===== src/rtl/doodle_pkg.sv =====
// Shared defaults, state encoding and helpers for the doodle game-loop scheduler.
package doodle_pkg;

    localparam int unsigned H_RES_DEF       = 640;
    localparam int unsigned V_RES_DEF       = 480;
    localparam int unsigned SCROLL_LINE_DEF = 160;
    localparam int unsigned N_PLAT_DEF      = 8;

    localparam int unsigned NUM_STATES = 6;

    typedef enum logic [NUM_STATES-1:0] {
        StIdle   = 6'b000001,
        StWait   = 6'b000010,
        StPhys   = 6'b000100,
        StColl   = 6'b001000,
        StScroll = 6'b010000,
        StDone   = 6'b100000
    } state_e;

    // Bits needed to index 'value' items; never less than one.
    function automatic int unsigned clog2(input int unsigned value);
        int unsigned width;
        width = 1;
        for (int unsigned i = 1; i < 32; i++) begin
            if ((32'd1 << i) < value) width = i + 1;
        end
        return width;
    endfunction

endpackage


===== src/rtl/doodle_step_scheduler_if.sv =====
// Handshake bundle between the scheduler and the VGA timing, physics, collision and scroll blocks.
interface doodle_step_scheduler_if
    import doodle_pkg::*;
#(
    parameter int unsigned N_PLAT = N_PLAT_DEF
);

    localparam int unsigned PLAT_W = clog2(N_PLAT);

    logic              start;
    logic              ack;
    logic [9:0]        hcount;
    logic [9:0]        vcount;
    logic [9:0]        doodle_y;
    logic              doodle_falling;
    logic              phys_go;
    logic              phys_done;
    logic [PLAT_W-1:0] plat_sel;
    logic              coll_go;
    logic              coll_valid;
    logic              coll_hit;
    logic              bounce;
    logic              scroll_go;
    logic [9:0]        scroll_amt;
    logic              scroll_done;
    logic              q_i;
    logic              q_play;
    logic              q_done;
    logic [15:0]       step_cnt;
    logic              overrun;
    logic              timeout_err;

    modport master (
        input  start, ack, hcount, vcount, doodle_y, doodle_falling,
        input  phys_done, coll_valid, coll_hit, scroll_done,
        output phys_go, plat_sel, coll_go, bounce, scroll_go, scroll_amt,
        output q_i, q_play, q_done, step_cnt, overrun, timeout_err
    );

    modport slave (
        output start, ack, hcount, vcount, doodle_y, doodle_falling,
        output phys_done, coll_valid, coll_hit, scroll_done,
        input  phys_go, plat_sel, coll_go, bounce, scroll_go, scroll_amt,
        input  q_i, q_play, q_done, step_cnt, overrun, timeout_err
    );

endinterface


===== src/rtl/frame_tick_gen.sv =====
// Frame strobe detector plus a frames-per-step divider; step_due pulses on the wrapping strobe.
module frame_tick_gen
    import doodle_pkg::*;
#(
    parameter int unsigned V_RES    = V_RES_DEF,
    parameter int unsigned TICK_DIV = 2
) (
    input  logic       i_clk,
    input  logic       i_reset,
    input  logic       i_clr,
    input  logic [9:0] i_hcount,
    input  logic [9:0] i_vcount,
    output logic       o_step_due
);

    localparam int unsigned DIV_W    = clog2(TICK_DIV);
    localparam logic [DIV_W-1:0] DIV_LAST = DIV_W'(TICK_DIV - 1);
    localparam logic [9:0]       V_STROBE = 10'(V_RES);

    logic             r_strobe;
    logic [DIV_W-1:0] r_div;
    logic             w_wrap;

    assign w_wrap     = (r_div == DIV_LAST);
    assign o_step_due = r_strobe && w_wrap;

    always_ff @(posedge i_clk) begin
        if (i_reset) begin
            r_strobe <= 1'b0;
            r_div    <= '0;
        end else begin
            r_strobe <= (i_hcount == 10'd0) && (i_vcount == V_STROBE);
            if (i_clr) begin
                r_div <= '0;
            end else if (r_strobe) begin
                r_div <= w_wrap ? '0 : r_div + 1'b1;
            end
        end
    end

endmodule


===== src/rtl/doodle_step_scheduler.sv =====
// Game-loop controller: every TICK_DIV frames runs physics, a platform collision sweep and a scroll.
module doodle_step_scheduler
    import doodle_pkg::*;
#(
    parameter int unsigned V_RES       = V_RES_DEF,
    parameter int unsigned TICK_DIV    = 2,
    parameter int unsigned N_PLAT      = N_PLAT_DEF,
    parameter int unsigned SCROLL_LINE = SCROLL_LINE_DEF,
    parameter int unsigned TIMEOUT     = 255
) (
    input  logic                    i_clk,
    input  logic                    i_reset,
    doodle_step_scheduler_if.master bus
);

    localparam int unsigned PLAT_W = clog2(N_PLAT);
    localparam int unsigned WAIT_W = clog2(TIMEOUT + 1);

    localparam logic [PLAT_W-1:0] PLAT_LAST  = PLAT_W'(N_PLAT - 1);
    localparam logic [WAIT_W-1:0] WAIT_LIMIT = WAIT_W'(TIMEOUT);
    localparam logic [9:0]        Y_FLOOR    = 10'(V_RES - 1);
    localparam logic [9:0]        Y_SCROLL   = 10'(SCROLL_LINE);

    state_e            r_state, w_state_d;
    logic              r_go, w_go_d;
    logic [PLAT_W-1:0] r_plat_sel, w_plat_sel_d;
    logic [15:0]       r_step_cnt, w_step_cnt_d;
    logic              r_overrun, w_overrun_d;
    logic              r_timeout_err, w_timeout_err_d;
    logic [WAIT_W-1:0] r_wait_cnt, w_wait_cnt_d;
    logic              r_bounce, w_bounce_d;
    logic [9:0]        r_scroll_amt, w_scroll_amt_d;

    logic w_step_due;
    logic w_clr_div;
    logic w_expired;
    logic w_busy;
    logic w_check;

    frame_tick_gen #(
        .V_RES    (V_RES),
        .TICK_DIV (TICK_DIV)
    ) u_tick (
        .i_clk      (i_clk),
        .i_reset    (i_reset),
        .i_clr      (w_clr_div),
        .i_hcount   (bus.hcount),
        .i_vcount   (bus.vcount),
        .o_step_due (w_step_due)
    );

    assign w_expired = (r_wait_cnt == WAIT_LIMIT);
    assign w_busy    = (r_state == StPhys) || (r_state == StColl) || (r_state == StScroll);

    always_comb begin
        w_state_d       = r_state;
        w_go_d          = 1'b0;
        w_plat_sel_d    = r_plat_sel;
        w_step_cnt_d    = r_step_cnt;
        w_overrun_d     = r_overrun;
        w_timeout_err_d = r_timeout_err;
        w_wait_cnt_d    = r_wait_cnt + 1'b1;
        w_bounce_d      = 1'b0;
        w_scroll_amt_d  = r_scroll_amt;
        w_clr_div       = 1'b0;
        w_check         = 1'b0;

        // A step that comes due mid-step is dropped, only flagged.
        if (w_busy && w_step_due) w_overrun_d = 1'b1;

        unique case (r_state)
            StIdle: begin
                if (bus.start) begin
                    w_state_d       = StWait;
                    w_step_cnt_d    = '0;
                    w_overrun_d     = 1'b0;
                    w_timeout_err_d = 1'b0;
                    w_clr_div       = 1'b1;
                end
            end
            StWait: begin
                if (w_step_due) begin
                    w_state_d    = StPhys;
                    w_go_d       = 1'b1;
                    w_wait_cnt_d = '0;
                    w_step_cnt_d = r_step_cnt + 16'd1;
                end
            end
            StPhys: begin
                if (bus.phys_done) begin
                    if (bus.doodle_falling && (bus.doodle_y >= Y_FLOOR)) begin
                        w_state_d = StDone;
                    end else if (bus.doodle_falling) begin
                        w_state_d    = StColl;
                        w_go_d       = 1'b1;
                        w_wait_cnt_d = '0;
                        w_plat_sel_d = '0;
                    end else begin
                        w_check = 1'b1;
                    end
                end else if (w_expired) begin
                    w_timeout_err_d = 1'b1;
                    w_state_d       = StWait;
                end
            end
            StColl: begin
                if (bus.coll_valid) begin
                    if (bus.coll_hit) begin
                        w_bounce_d = 1'b1;
                        w_check    = 1'b1;
                    end else if (r_plat_sel == PLAT_LAST) begin
                        w_check = 1'b1;
                    end else begin
                        w_plat_sel_d = r_plat_sel + 1'b1;
                        w_go_d       = 1'b1;
                        w_wait_cnt_d = '0;
                    end
                end else if (w_expired) begin
                    w_timeout_err_d = 1'b1;
                    w_state_d       = StWait;
                end
            end
            StScroll: begin
                if (bus.scroll_done) begin
                    w_state_d = StWait;
                end else if (w_expired) begin
                    w_timeout_err_d = 1'b1;
                    w_state_d       = StWait;
                end
            end
            StDone: begin
                if (bus.ack) w_state_d = StIdle;
            end
            default: w_state_d = StIdle;
        endcase

        // Zero-cycle scroll decision shared by the physics and collision exits.
        if (w_check) begin
            if (bus.doodle_y < Y_SCROLL) begin
                w_state_d      = StScroll;
                w_go_d         = 1'b1;
                w_wait_cnt_d   = '0;
                w_scroll_amt_d = Y_SCROLL - bus.doodle_y;
            end else begin
                w_state_d = StWait;
            end
        end
    end

    always_ff @(posedge i_clk) begin
        if (i_reset) begin
            r_state       <= StIdle;
            r_go          <= 1'b0;
            r_plat_sel    <= '0;
            r_step_cnt    <= '0;
            r_overrun     <= 1'b0;
            r_timeout_err <= 1'b0;
            r_wait_cnt    <= '0;
            r_bounce      <= 1'b0;
            r_scroll_amt  <= '0;
        end else begin
            r_state       <= w_state_d;
            r_go          <= w_go_d;
            r_plat_sel    <= w_plat_sel_d;
            r_step_cnt    <= w_step_cnt_d;
            r_overrun     <= w_overrun_d;
            r_timeout_err <= w_timeout_err_d;
            r_wait_cnt    <= w_wait_cnt_d;
            r_bounce      <= w_bounce_d;
            r_scroll_amt  <= w_scroll_amt_d;
        end
    end

    assign bus.phys_go     = r_go && (r_state == StPhys);
    assign bus.coll_go     = r_go && (r_state == StColl);
    assign bus.scroll_go   = r_go && (r_state == StScroll);
    assign bus.plat_sel    = r_plat_sel;
    assign bus.bounce      = r_bounce;
    assign bus.scroll_amt  = (r_state == StScroll) ? r_scroll_amt : 10'd0;
    assign bus.q_i         = (r_state == StIdle);
    assign bus.q_play      = w_busy || (r_state == StWait);
    assign bus.q_done      = (r_state == StDone);
    assign bus.step_cnt    = r_step_cnt;
    assign bus.overrun     = r_overrun;
    assign bus.timeout_err = r_timeout_err;

endmodule


===== src/flat_wrapper.sv =====
// flat-port wrapper written by rule: the top's interface ports become plain ports
module doodle_step_scheduler_flat import doodle_pkg::*;
#(
    parameter int unsigned V_RES       = V_RES_DEF,
    parameter int unsigned TICK_DIV    = 2,
    parameter int unsigned N_PLAT      = N_PLAT_DEF,
    parameter int unsigned SCROLL_LINE = SCROLL_LINE_DEF,
    parameter int unsigned TIMEOUT     = 255
)
  (i_clk, i_reset, bus_start, bus_ack, bus_hcount, bus_vcount, bus_doodle_y, bus_doodle_falling, bus_phys_done, bus_coll_valid, bus_coll_hit, bus_scroll_done, bus_phys_go, bus_plat_sel, bus_coll_go, bus_bounce, bus_scroll_go, bus_scroll_amt, bus_q_i, bus_q_play, bus_q_done, bus_step_cnt, bus_overrun, bus_timeout_err);
  doodle_step_scheduler_if #(.N_PLAT(N_PLAT)) bus_i ();
  input  logic i_clk;
  input  logic i_reset;
  input wire logic [$bits(bus_i.start)-1:0] bus_start;
  input wire logic [$bits(bus_i.ack)-1:0] bus_ack;
  input wire logic [$bits(bus_i.hcount)-1:0] bus_hcount;
  input wire logic [$bits(bus_i.vcount)-1:0] bus_vcount;
  input wire logic [$bits(bus_i.doodle_y)-1:0] bus_doodle_y;
  input wire logic [$bits(bus_i.doodle_falling)-1:0] bus_doodle_falling;
  input wire logic [$bits(bus_i.phys_done)-1:0] bus_phys_done;
  input wire logic [$bits(bus_i.coll_valid)-1:0] bus_coll_valid;
  input wire logic [$bits(bus_i.coll_hit)-1:0] bus_coll_hit;
  input wire logic [$bits(bus_i.scroll_done)-1:0] bus_scroll_done;
  output wire logic [$bits(bus_i.phys_go)-1:0] bus_phys_go;
  output wire logic [$bits(bus_i.plat_sel)-1:0] bus_plat_sel;
  output wire logic [$bits(bus_i.coll_go)-1:0] bus_coll_go;
  output wire logic [$bits(bus_i.bounce)-1:0] bus_bounce;
  output wire logic [$bits(bus_i.scroll_go)-1:0] bus_scroll_go;
  output wire logic [$bits(bus_i.scroll_amt)-1:0] bus_scroll_amt;
  output wire logic [$bits(bus_i.q_i)-1:0] bus_q_i;
  output wire logic [$bits(bus_i.q_play)-1:0] bus_q_play;
  output wire logic [$bits(bus_i.q_done)-1:0] bus_q_done;
  output wire logic [$bits(bus_i.step_cnt)-1:0] bus_step_cnt;
  output wire logic [$bits(bus_i.overrun)-1:0] bus_overrun;
  output wire logic [$bits(bus_i.timeout_err)-1:0] bus_timeout_err;
  assign bus_i.start = bus_start;
  assign bus_i.ack = bus_ack;
  assign bus_i.hcount = bus_hcount;
  assign bus_i.vcount = bus_vcount;
  assign bus_i.doodle_y = bus_doodle_y;
  assign bus_i.doodle_falling = bus_doodle_falling;
  assign bus_i.phys_done = bus_phys_done;
  assign bus_i.coll_valid = bus_coll_valid;
  assign bus_i.coll_hit = bus_coll_hit;
  assign bus_i.scroll_done = bus_scroll_done;
  assign bus_phys_go = bus_i.phys_go;
  assign bus_plat_sel = bus_i.plat_sel;
  assign bus_coll_go = bus_i.coll_go;
  assign bus_bounce = bus_i.bounce;
  assign bus_scroll_go = bus_i.scroll_go;
  assign bus_scroll_amt = bus_i.scroll_amt;
  assign bus_q_i = bus_i.q_i;
  assign bus_q_play = bus_i.q_play;
  assign bus_q_done = bus_i.q_done;
  assign bus_step_cnt = bus_i.step_cnt;
  assign bus_overrun = bus_i.overrun;
  assign bus_timeout_err = bus_i.timeout_err;
  doodle_step_scheduler #(.V_RES(V_RES), .TICK_DIV(TICK_DIV), .N_PLAT(N_PLAT), .SCROLL_LINE(SCROLL_LINE), .TIMEOUT(TIMEOUT)) u_core (.i_clk(i_clk), .i_reset(i_reset), .bus(bus_i));
endmodule

===== config.mk =====
export PLATFORM = sky130hd
export DESIGN_NAME = doodle_step_scheduler_flat
export DESIGN_NICKNAME = d
export VERILOG_FILES = /design/src/rtl/doodle_pkg.sv /design/src/rtl/doodle_step_scheduler_if.sv /design/src/rtl/frame_tick_gen.sv /design/src/rtl/doodle_step_scheduler.sv /design/src/flat_wrapper.sv
export SDC_FILE = /design/constraint.sdc
export NUM_CORES = 1
export LEC_CHECK = 0
export ABC_AREA = 1
export CELL_PAD_IN_SITES_DETAIL_PLACEMENT = 0
export CELL_PAD_IN_SITES_GLOBAL_PLACEMENT = 1
export CORE_MARGIN = 5
export CORE_UTILIZATION = 35
export DETAILED_ROUTE_END_ITERATION = 8
export PLACE_DENSITY = 0.87
export SYNTH_ARGS = -nofsm -noshare
export SYNTH_HDL_FRONTEND = slang
export SYNTH_HIERARCHICAL = 1
export SYNTH_SLANG_ARGS = --single-unit

===== constraint.sdc =====
create_clock -name i_clk -period 4.2 [get_ports i_clk]
set_clock_uncertainty 0.2 [all_clocks]
set_input_delay 0.84 -clock i_clk [delete_from_list [all_inputs] [get_ports i_clk]]
set_output_delay 0.84 -clock i_clk [all_outputs]
set_load 0.05 [all_outputs]

# Word-level counts from Yosys, hierarchy flattened

Cells that the tools add are included.

Input port bits: 39
Flip-flop bits (word level): 49
Word-level logic and storage cells: 129
Output and inout bits: 38

Bitwise gates (word level): 2
$lt $le $gt $ge: 2
Equal/unequal tests: 25
Add/sub/neg operators: 5
Reductions and logical operators: 21
Muxes and demuxes: 63

Operators by type and width:

| cell                                                               | number |
|---|---|
| two-way mux 8 bit                                                  | 9 |
| two-way mux 6 bit                                                  | 10 |
| one-hot mux 6 bit (6 select lines)                                 | 1 |
| two-way mux 16 bit                                                 | 2 |
| one-hot mux 16 bit (2 select lines)                                | 1 |
| two-way mux 1 bit                                                  | 27 |
| one-hot mux 8 bit (3 select lines)                                 | 1 |
| inequality test 2 bit, second input constant                       | 10 |
| two-way mux 3 bit                                                  | 6 |
| adder 16 x 1 -> 16 bit, second input constant                      | 1 |
| equality test 10 x 9 -> 1 bit, second input constant               | 1 |
| greater-or-equal comparator 10 x 9 -> 1 bit, second input constant | 1 |
| zero test 10 bit                                                   | 1 |
| < comparator 10 x 8 -> 1 bit, second input constant                | 1 |
| two-way mux 10 bit                                                 | 1 |
| AND reduction 5 bit                                                | 2 |
| subtractor 8 x 10 -> 10 bit, first input constant                  | 1 |
| inequality test 3 x 2 -> 1 bit, second input constant              | 3 |
| adder 8 x 1 -> 8 bit, second input constant                        | 1 |
| equality test 8 bit, second input constant                         | 1 |
| logical AND 1 bit                                                  | 7 |
| AND reduction 7 bit                                                | 1 |
| equality test 6 x 1 -> 1 bit, second input constant                | 1 |
| equality test 6 x 2 -> 1 bit, second input constant                | 1 |
| other kinds (23)                                                   | 27 |

# Longest topological paths before layout

Gate-level depths: netlist of the first run.

Depth in word-level cells: 7
Gate-level depth with buffers: 12
Gate-level depth less buffers: 11

# Hierarchy

Netlist of the first run, hierarchy kept.

Modules (own cells, without submodules):

| module                | area each (um^2) | cells each | seq. area each (um^2) | times used |
|---|---|---|---|---|
| doodle_step_scheduler | 2716.4           | 416        | 940.9                 | 1 |
| frame_tick_gen        | 150.1            | 29         | 40.0                  | 1 |

# Worst setup path after synthesis of the first run

OpenSTA, ideal clock, no wires.

Kind: reg2out
Start: reg u_core.r_state[0]
End: out bus_q_done
Data required time: 3.160 ns
Setup slack: 1.437 ns
Data arrival time: 1.723 ns
Path buffers: 0
Stages on the path, launching flop included: 4
Path through: dfxtp_1 -> nor2_2 -> nand2_1 -> nor3_1

Longest elaborated chain between the ends: 1

RTL lines:

| item                   | RTL line                     | RTL |
|---|---|---|
| start, declared        | doodle_step_scheduler.sv:24  | `state_e r_state, w_state_d;` |
| start signal, assigned | doodle_step_scheduler.sv:152 | `r_state <= StIdle;` |
| start signal, assigned | doodle_step_scheduler.sv:162 | `r_state <= w_state_d;` |
| equality test 6 bit    | doodle_step_scheduler.sv:182 | `assign bus.q_done = (r_state == StDone);` |
| end, declared          | flat_wrapper.sv:32           | `output wire logic [$bits(bus_i.q_done)-1:0] bus_q_done;` |

No other way between the ends.

# Final worst setup path of the first run

Start: reg u_core.r_state[1]
End: out bus_q_play

Longest elaborated chain between the ends: 4
Elaborated cells between the ends (all ways): 7
Those cells by class: 4 x eq/ne; 3 x reduce/logical

RTL lines:

| item                                                                         | RTL line                     | RTL |
|---|---|---|
| equality test 6 x 3 -> 1 bit or equality test 6 x 4 -> 1 bit (tied branches) | doodle_step_scheduler.sv:53  | `assign w_busy = (r_state == StPhys) \|\| (r_state == StColl) \|\| (r_state == StScroll);` |
| logical OR 1 bit (2 in a row)                                                | doodle_step_scheduler.sv:53  |  |
| logical OR 1 bit *                                                           | doodle_step_scheduler.sv:181 | `assign bus.q_play = w_busy \|\| (r_state == StWait);` |
| end, declared                                                                | flat_wrapper.sv:31           | `output wire logic [$bits(bus_i.q_play)-1:0] bus_q_play;` |

Mark *: on every way between the ends. The rest lies on a longest branch, timed or not.

==> Implementation_results.wiki, run 1 <==
{| class="wikitable"
! Metric !! Value
|-
| Via count of the first global-routing pass || 2913
|-
| H-tree Lvls || 2
|-
| Antenna Cells || 0
|-
| Number of instances in the synthesized netlist || between 400 and 500
|-
| Maximum resistive drop on vdd || around 160 uV
|-
| Launching point of the worst reg2reg path || u_core/bus.plat_sel[0]$_SDFFE_PP0P_
|-
| # rows || 33
|-
| Crit-path max cell delay || a little over 700 ps
|-
| Worst rel slew slack || 58.94%
|-
| Sum Neg Setup Slack || 0 ps
|-
| Crit Path Class || flip-flop to primary output
|-
| Number of hold-slack violations in the final timing report || 0
|-
| Critical path peak fanout || 14
|-
| Instance area after placement || 3721 um2
|-
| Synthesis-to-finish area growth || 32.82%
|-
| Met2 track demand over resource in global routing || between 20% and 30%
|-
| Detailed placer's ending HPWL || 6.090 mm
|-
| I/O pin total || 77
|-
| Actual transition at the worst max-transition pin || 614.5 ps
|-
| Crit path launch || u_core/r_state[1]$_SDFFE_PP0P_
|-
| Most prevalent standard cell on the critical path || sky130_fd_sc_hd__inv_1
|-
| Fin crit share || 88.43%
|-
| Aggregate global routing overflow || 0
|-
| Most congested layer reported by global routing || met2
|-
| Distinct cell type count after synthesis || 28
|-
| CTS clock-pin slew for the worst setup and hold paths || 90 ps
|-
| Leakage || 1.547 nW
|-
| Number of antenna violations at the first check in global routing || 0
|-
| Post-route antenna net violation count || 0
|-
| Type of the worst min-delay path || flip-flop to flip-flop
|-
| Setup repair after global routing missed its margin || no
|-
| Input/output buffers || 76
|-
| Share of synthesized area occupied by flip-flops and latches || 34.22%
|-
| Layout cell share with drive strength beyond 1 || 4.990%
|-
| Arrival time of data at the critical path endpoint || 2670 ps
|-
| Met3 usage || under 10%
|-
| Number of synthesized register bits || 49
|-
| Outcome || complete, no violations
|-
| Mean number of vias per cell || 4.890
|-
| Cell family with most CP delay || simple AND/OR/NAND/NOR gates
|-
| Clock tree from TritonCTS || yes
|-
| Buffers inserted by post-CTS timing repair || 0
|-
| Number of buffers and inverters on the critical path || 4
|-
| Critical path cell sequence || nor2_2 -> nand2_1 -> inv_1 -> nand2_1 -> inv_1 -> nor2_1 -> inv_1 -> or2_2 -> clkdlybuf4s50_1
|-
| Die footprint || 10100 um2
|-
| Weighted congestion reported at the end of routability-driven placement || 0.8978
|-
| Total Routing Usage GR || 15.72%
|-
| Wire length per cell || 12.49 um
|-
| Post-CTS resize count || 0
|-
| Die Height || 100.5 um
|-
| Maximum Capacitance Violations || 0
|-
| Die width || approximately 100 um
|-
| Number of CTS-inserted buffers || 5
|-
| Number of hold buffers added after CTS || 0
|-
| Worst min-delay path startpoint || u_core/r_scroll_amt[8]$_SDFFE_PP0P_
|-
| Synth Net Count || 490
|-
| Pin count of the biggest net entering global routing || 25
|-
| Longest Clk Path Bufs || 2
|-
| Ratio of total power to cell area || 300.0 nW/um2
|-
| Setup crit end kind || primary output
|-
| Clock sink count || a little under 50
|-
| Syn. warnings || 6
|-
| Slowest cell on crit path || sky130_fd_sc_hd__clkdlybuf4s50_1
|-
| Area of all placed cells without fillers || 3807 um2
|-
| Critical path required time || 3160 ps
|-
| Number of vias in the routed layout || 3061
|-
| Post-route DRC || 0
|-
| Tmin final || around 3700 ps
|-
| Cell Area, Synth || around 2900 um2
|-
| Fmax || 0.2693 GHz
|-
| Final setup viols || 0
|-
| Master cell of the clock root buffer || sky130_fd_sc_hd__clkbuf_8
|-
| Area of the placeable core || 8093 um2
|-
| Per-instance average area after synthesis || 6.442 um2
|-
| First-pass GRT wire length || 13.00 mm
|-
| Number of fill cells in the layout || 870
|-
| Number of pins with negative max-slew slack in the final report || 0
|-
| Drt first pass iters || 5
|-
| Number of nets in the layout || 566
|-
| CP Launch Type || flip-flop
|-
| Starting density of the core || 35.42%
|-
| Final core utilization || 47.05%
|-
| Met1 demand-to-capacity share in global routing || 20.26%
|-
| Clk Latency, worst-skew pair || 300 ps
|-
| Number of DRC violations after detailed-routing iteration 0 || 197
|-
| Final wirelength || 7.820 mm
|}
kinds of logic (layout without fill, tap and decap cells):
group | Yosys count | in the layout | share of synthesized area (%)
fa+ha+maj | 6 | 6 | 2.619
simple gates | 239 | 239 | 37.80
xor+xnor | 11 | 11 | 3.361
compound gates | 57 | 57 | 10.48
flops | 49 | 49 | 34.22
buf+inv | 83 | 159 | 11.52
flip-flops by register name, summed over array words and instances, names as in the netlist:
signal,cells
u_core/bus.step_cnt,16
u_core/r_scroll_amt,10
u_core/r_go,1
u_core/bus.bounce,1
u_core/r_wait_cnt,8
u_core/u_tick/r_div,1
u_core/bus.timeout_err,1
u_core/u_tick/r_strobe,1
u_core/bus.overrun,1
u_core/r_state,6
u_core/bus.plat_sel,3
power by group:
part | internal [mW] | switching, mW
registers | 0.481 | 0.0256
clock network | 0.131 | 0.151
logic | 0.125 | 0.228
synth_stat cells (all sizes together):
master | n | area, um2
nand2 | 93 | 364.1
nor2 | 75 | 299.0
inv | 74 | 277.8
dfxtp | 49 | 980.9
a21oi | 35 | 182.7
nand3 | 27 | 135.1
nand4 | 24 | 156.4
o21ai | 19 | 95.09
nor3 | 16 | 102.6
xor2 | 8 | 70.07
ha | 6 | 75.07
buf | 5 | 37.53
clkbuf | 4 | 15.01
o21bai | 3 | 22.52
xnor2 | 3 | 26.28
or2 | 2 | 12.51
nand3b | 1 | 7.510
nor4 | 1 | 6.260
final timing paths:
check / endpoint / cells after the start / slack, ps
worst max register to register: u_core/r_wait_cnt[7]$_SDFF_PP0_ / 9 / 1800
worst max-delay path: bus_q_play / 9 / 490
worst min-delay path: u_core/r_scroll_amt[8]$_SDFFE_PP0P_ / 2 / 250
worst min register to register: u_core/r_scroll_amt[8]$_SDFFE_PP0P_ / 2 / 250
per-stage QoR:
step / setup slack, ps / hold slack, ps / power [mW] / instances
final: 486.1 / 250.7 / 1.142 / 626
after global routing: 257.8 / 288.6 / 1.210 / 626
after CTS: 472.6 / 252.8 / 1.155 / 626
after detailed placement: 821.6 / 239.5 / 0.8692 / 619
after global placement: 851.6 / 228.6 / 0.8639 / 619
after floorplan: 1437 / 217.5 / 0.7599 / 445
worst min-delay path, delay by kind of cell (launching register included):
kind | cells | cell delay, ps
buf+inv | 1 | 60
flops | 1 | 310
simple gates | 1 | 50
layer usage:
metal | wire [um] | vias up
met5 | 0 | -
met4 | 58 | 0
met3 | 516 | 5
met2 | 3680 | 84
met1 | 3565 | 1399
li1 | - | 1573
final cells by class:
class / instances / area [um2] / area share, %
well taps: 105 / 131.4 / 3.451
inverters: 74 / 277.8 / 7.295
multi-input cells: 313 / 1555 / 40.85
flip-flops and latches: 49 / 980.9 / 25.76
clock buffers: 7 / 86.33 / 2.268
repair buffers: 78 / 775.7 / 20.37
cells in the final DEF, fill, tap and decap left out, types with 8 or more instances in the layout:
master | synthesis | layout
sky130_fd_sc_hd__nand2_1 | 89 | 89
sky130_fd_sc_hd__clkdlybuf4s50_1 | 0 | 76
sky130_fd_sc_hd__inv_1 | 72 | 72
sky130_fd_sc_hd__nor2_1 | 70 | 70
sky130_fd_sc_hd__dfxtp_1 | 49 | 49
sky130_fd_sc_hd__a21oi_1 | 33 | 33
sky130_fd_sc_hd__nand3_1 | 27 | 27
sky130_fd_sc_hd__nand4_1 | 23 | 23
sky130_fd_sc_hd__o21ai_0 | 18 | 18
sky130_fd_sc_hd__nor3_1 | 14 | 14
sky130_fd_sc_hd__xor2_1 | 8 | 8
(Power assumes the default switching activity.)
==> run 2: changes to the inputs <==
--- a/config.mk
+++ b/config.mk
@@ -8,10 +8,10 @@
 export ABC_AREA = 1
 export CELL_PAD_IN_SITES_DETAIL_PLACEMENT = 0
 export CELL_PAD_IN_SITES_GLOBAL_PLACEMENT = 1
-export CORE_MARGIN = 5
 export CORE_UTILIZATION = 35
 export DETAILED_ROUTE_END_ITERATION = 8
 export PLACE_DENSITY = 0.87
+export SKIP_CTS_REPAIR_TIMING = 1
 export SYNTH_ARGS = -nofsm -noshare
 export SYNTH_HDL_FRONTEND = slang
 export SYNTH_HIERARCHICAL = 1
==> run 2 against run 1 <==
Clock power barely moved. Power shrank 0.20%. Flip-flop and latch count is the same. Fmax increased by 4.4%. Die area is 15% lower. Core utilization up 1.8 points. Combinational power down 1%.
==> Implementation_results.wiki, run 2 (synthesized netlist as in run 1, its figures left out) <==
{| class="wikitable"
! Metric !! Value
|-
| Outcome || complete, no violations
|-
| Sum Neg Setup Slack || 0 ps
|-
| Aggregate global routing overflow || 0
|-
| Detailed placer's ending HPWL || 5.575 mm
|-
| Post-route DRC || 0
|-
| Weighted congestion reported at the end of routability-driven placement || 0.8747
|-
| Leakage || about 1.6 nW
|-
| Met1 wire length || 3.583 mm
|-
| Number of fill cells in the layout || between 700 and 800
|-
| Routed met2 length || around 3.3 mm
|-
| Maximum Capacitance Violations || 0
|-
| RR Endpoint || u_core/r_wait_cnt[3]$_SDFF_PP0_
|-
| Synthesis-to-finish area growth || 32.96%
|-
| Die footprint || 8556 um2
|-
| Mean number of vias per cell || 4.824
|-
| Tmin final || roughly 3600 ps
|-
| # rows || 32
|-
| Area of all sequential standard cells || between 900 and 1000 um2
|-
| Number of cells in the finished layout apart from fillers || ~620
|-
| Setup crit end kind || primary output
|-
| Final wirelength || 7.359 mm
|-
| Number of antenna violations at the first check in global routing || 0
|-
| Worst rel slew slack || around three fifths
|-
| Clock tree from TritonCTS || yes
|-
| CTS clock-pin slew for the worst setup and hold paths || about 90 ps
|-
| H-tree Lvls || 2
|-
| Crit Path Class || flip-flop to primary output
|-
| Number of hold-slack violations in the final timing report || 0
|-
| Number of cells on the worst reg-to-reg path || 9
|-
| Die Height || 92.50 um
|-
| Maximum resistive drop on vdd || 165.5 uV
|-
| Number of pins with negative max-slew slack in the final report || 0
|-
| Via count of the first global-routing pass || about 2.7k
|-
| Area of the placeable core || 7807 um2
|-
| Highest routed layer || met4
|-
| Post-route antenna net violation count || 0
|-
| Launching point of the worst reg2reg path || u_core/bus.plat_sel[0]$_SDFFE_PP0P_
|-
| Master cell of the clock root buffer || sky130_fd_sc_hd__clkbuf_8
|-
| Number of placed instances, taps included || 617
|-
| Critical path required time || 3160 ps
|-
| Highest-count cells in the layout ignoring fill and taps || sky130_fd_sc_hd__nand2_1 (89), sky130_fd_sc_hd__clkdlybuf4s50_1 (76), sky130_fd_sc_hd__inv_1 (72)
|-
| Number of vias in the routed layout || 3010
|-
| Hold Path Cell Cnt || 2
|-
| Number of CTS-inserted buffers || 5
|-
| Final setup viols || 0
|-
| Wire length per cell || 11.79 um
|-
| Die width || about 93 um
|-
| Number of nets in the layout || 567
|-
| Clock sink count || 49
|-
| Fmax || 0.2812 GHz
|-
| Multi-input combinational cell area || 1555 um2
|-
| First-pass GRT wire length || 12.43 mm
|-
| Starting density of the core || 36.71%
|-
| Arrival time of data at the critical path endpoint || between 2000 and 3000 ps
|-
| Number of DRC violations after detailed-routing iteration 0 || 214
|-
| Pin count of the biggest net entering global routing || 25
|-
| Met3 routed WL || 414 um
|-
| Total Routing Usage GR || between 15 and 20%
|-
| Worst min-delay path startpoint || u_core/bus.timeout_err$_SDFFE_PP0P_
|-
| Type of the worst min-delay path || flip-flop to flip-flop
|-
| Ratio of total power to cell area || 299.0 nW/um2
|-
| Worst reg-to-reg setup slack || between 1500 and 2000 ps
|-
| Actual transition at the worst max-transition pin || 606.6 ps
|-
| Instance area after placement || ~3700 um2
|-
| Longest Clk Path Bufs || 2
|-
| Setup repair after global routing missed its margin || no
|-
| CP Launch Type || flip-flop
|-
| Critical path peak fanout || 14
|-
| Input/output buffers || 76
|-
| Max FFs per register || 16
|-
| Antenna Cells || 0
|-
| I/O pin total || 77
|-
| Layout cell share with drive strength beyond 1 || 5.172%
|-
| Area of all placed cells without fillers || about 3800 um2
|-
| End point of the most critical hold path || u_core/bus.timeout_err$_SDFFE_PP0P_
|-
| Leading cell type in the layout, fill and taps excluded || sky130_fd_sc_hd__nand2_1
|-
| Clk Latency, worst-skew pair || around 300 ps
|-
| Drt first pass iters || 5
|-
| Fin crit share || 84.66%
|}
[run 2: worst max-delay path: stages (launching register included)]
cell and delay [ps]:
sky130_fd_sc_hd__dfxtp_1 450, sky130_fd_sc_hd__nor2_2 120, sky130_fd_sc_hd__nand2_1 100, sky130_fd_sc_hd__inv_1 60, sky130_fd_sc_hd__nand2_1 50, sky130_fd_sc_hd__buf_4 190, sky130_fd_sc_hd__inv_1 50, sky130_fd_sc_hd__nor2_1 130
sky130_fd_sc_hd__inv_1 70, sky130_fd_sc_hd__or2_2 270, sky130_fd_sc_hd__clkdlybuf4s50_1 720
[run 2: worst max-delay path by stage]
| stage | endpoint | cells past startpoint | start | slack [ps] |
|---|---|---|---|---|
| finish | bus_q_play | 10 | u_core/r_state[1]$_SDFFE_PP0P_ | 640 |
| global route | bus_q_play | 10 | u_core/r_state[1]$_SDFFE_PP0P_ | 440 |
| CTS | bus_q_play | 10 | u_core/r_state[1]$_SDFFE_PP0P_ | 620 |
| detailed placement | bus_q_play | 10 | u_core/r_state[1]$_SDFFE_PP0P_ | 970 |
| global placement | bus_q_play | 10 | u_core/r_state[1]$_SDFFE_PP0P_ | 1000 |
| floorplan | bus_q_done | 3 | u_core/r_state[0]$_SDFFE_PP1P_ | 1440 |
[run 2: cell type report]
class                   instances  area share (%)
multi-input cells             313           40.81
clock buffers                   7           2.265
repair buffers                 79           20.55
well taps                     102           3.349
inverters                      74           7.288
flip-flops and latches         49           25.74
[run 2: where the power goes]
group	internal (mW)	switching, mW
combinational	0.124	0.224
sequential	0.481	0.0253
clock	0.131	0.154
total	0.737	0.403
[run 2: routing by layer]
metal	GRT usage, %	vias up
met5	0	-
met2	28.21	79
met3	3.612	6
met4	4.948	0
li1	-	1574
met1	24.85	1351
[run 2: through the flow]
step | total power [mW] | utilization, % | hold WS (ps) | setup slack [ps]
after floorplan | 0.7599 | - | 217.5 | 1437
after global placement | 0.8630 | 47.71 | 227.6 | 998.6
after detailed placement | 0.8649 | 47.71 | 237.3 | 969.4
after CTS | 1.147 | 48.81 | 255.9 | 619.3
after global routing | 1.211 | 48.81 | 281.7 | 443.7
final | 1.140 | 48.81 | 254.4 | 644.2
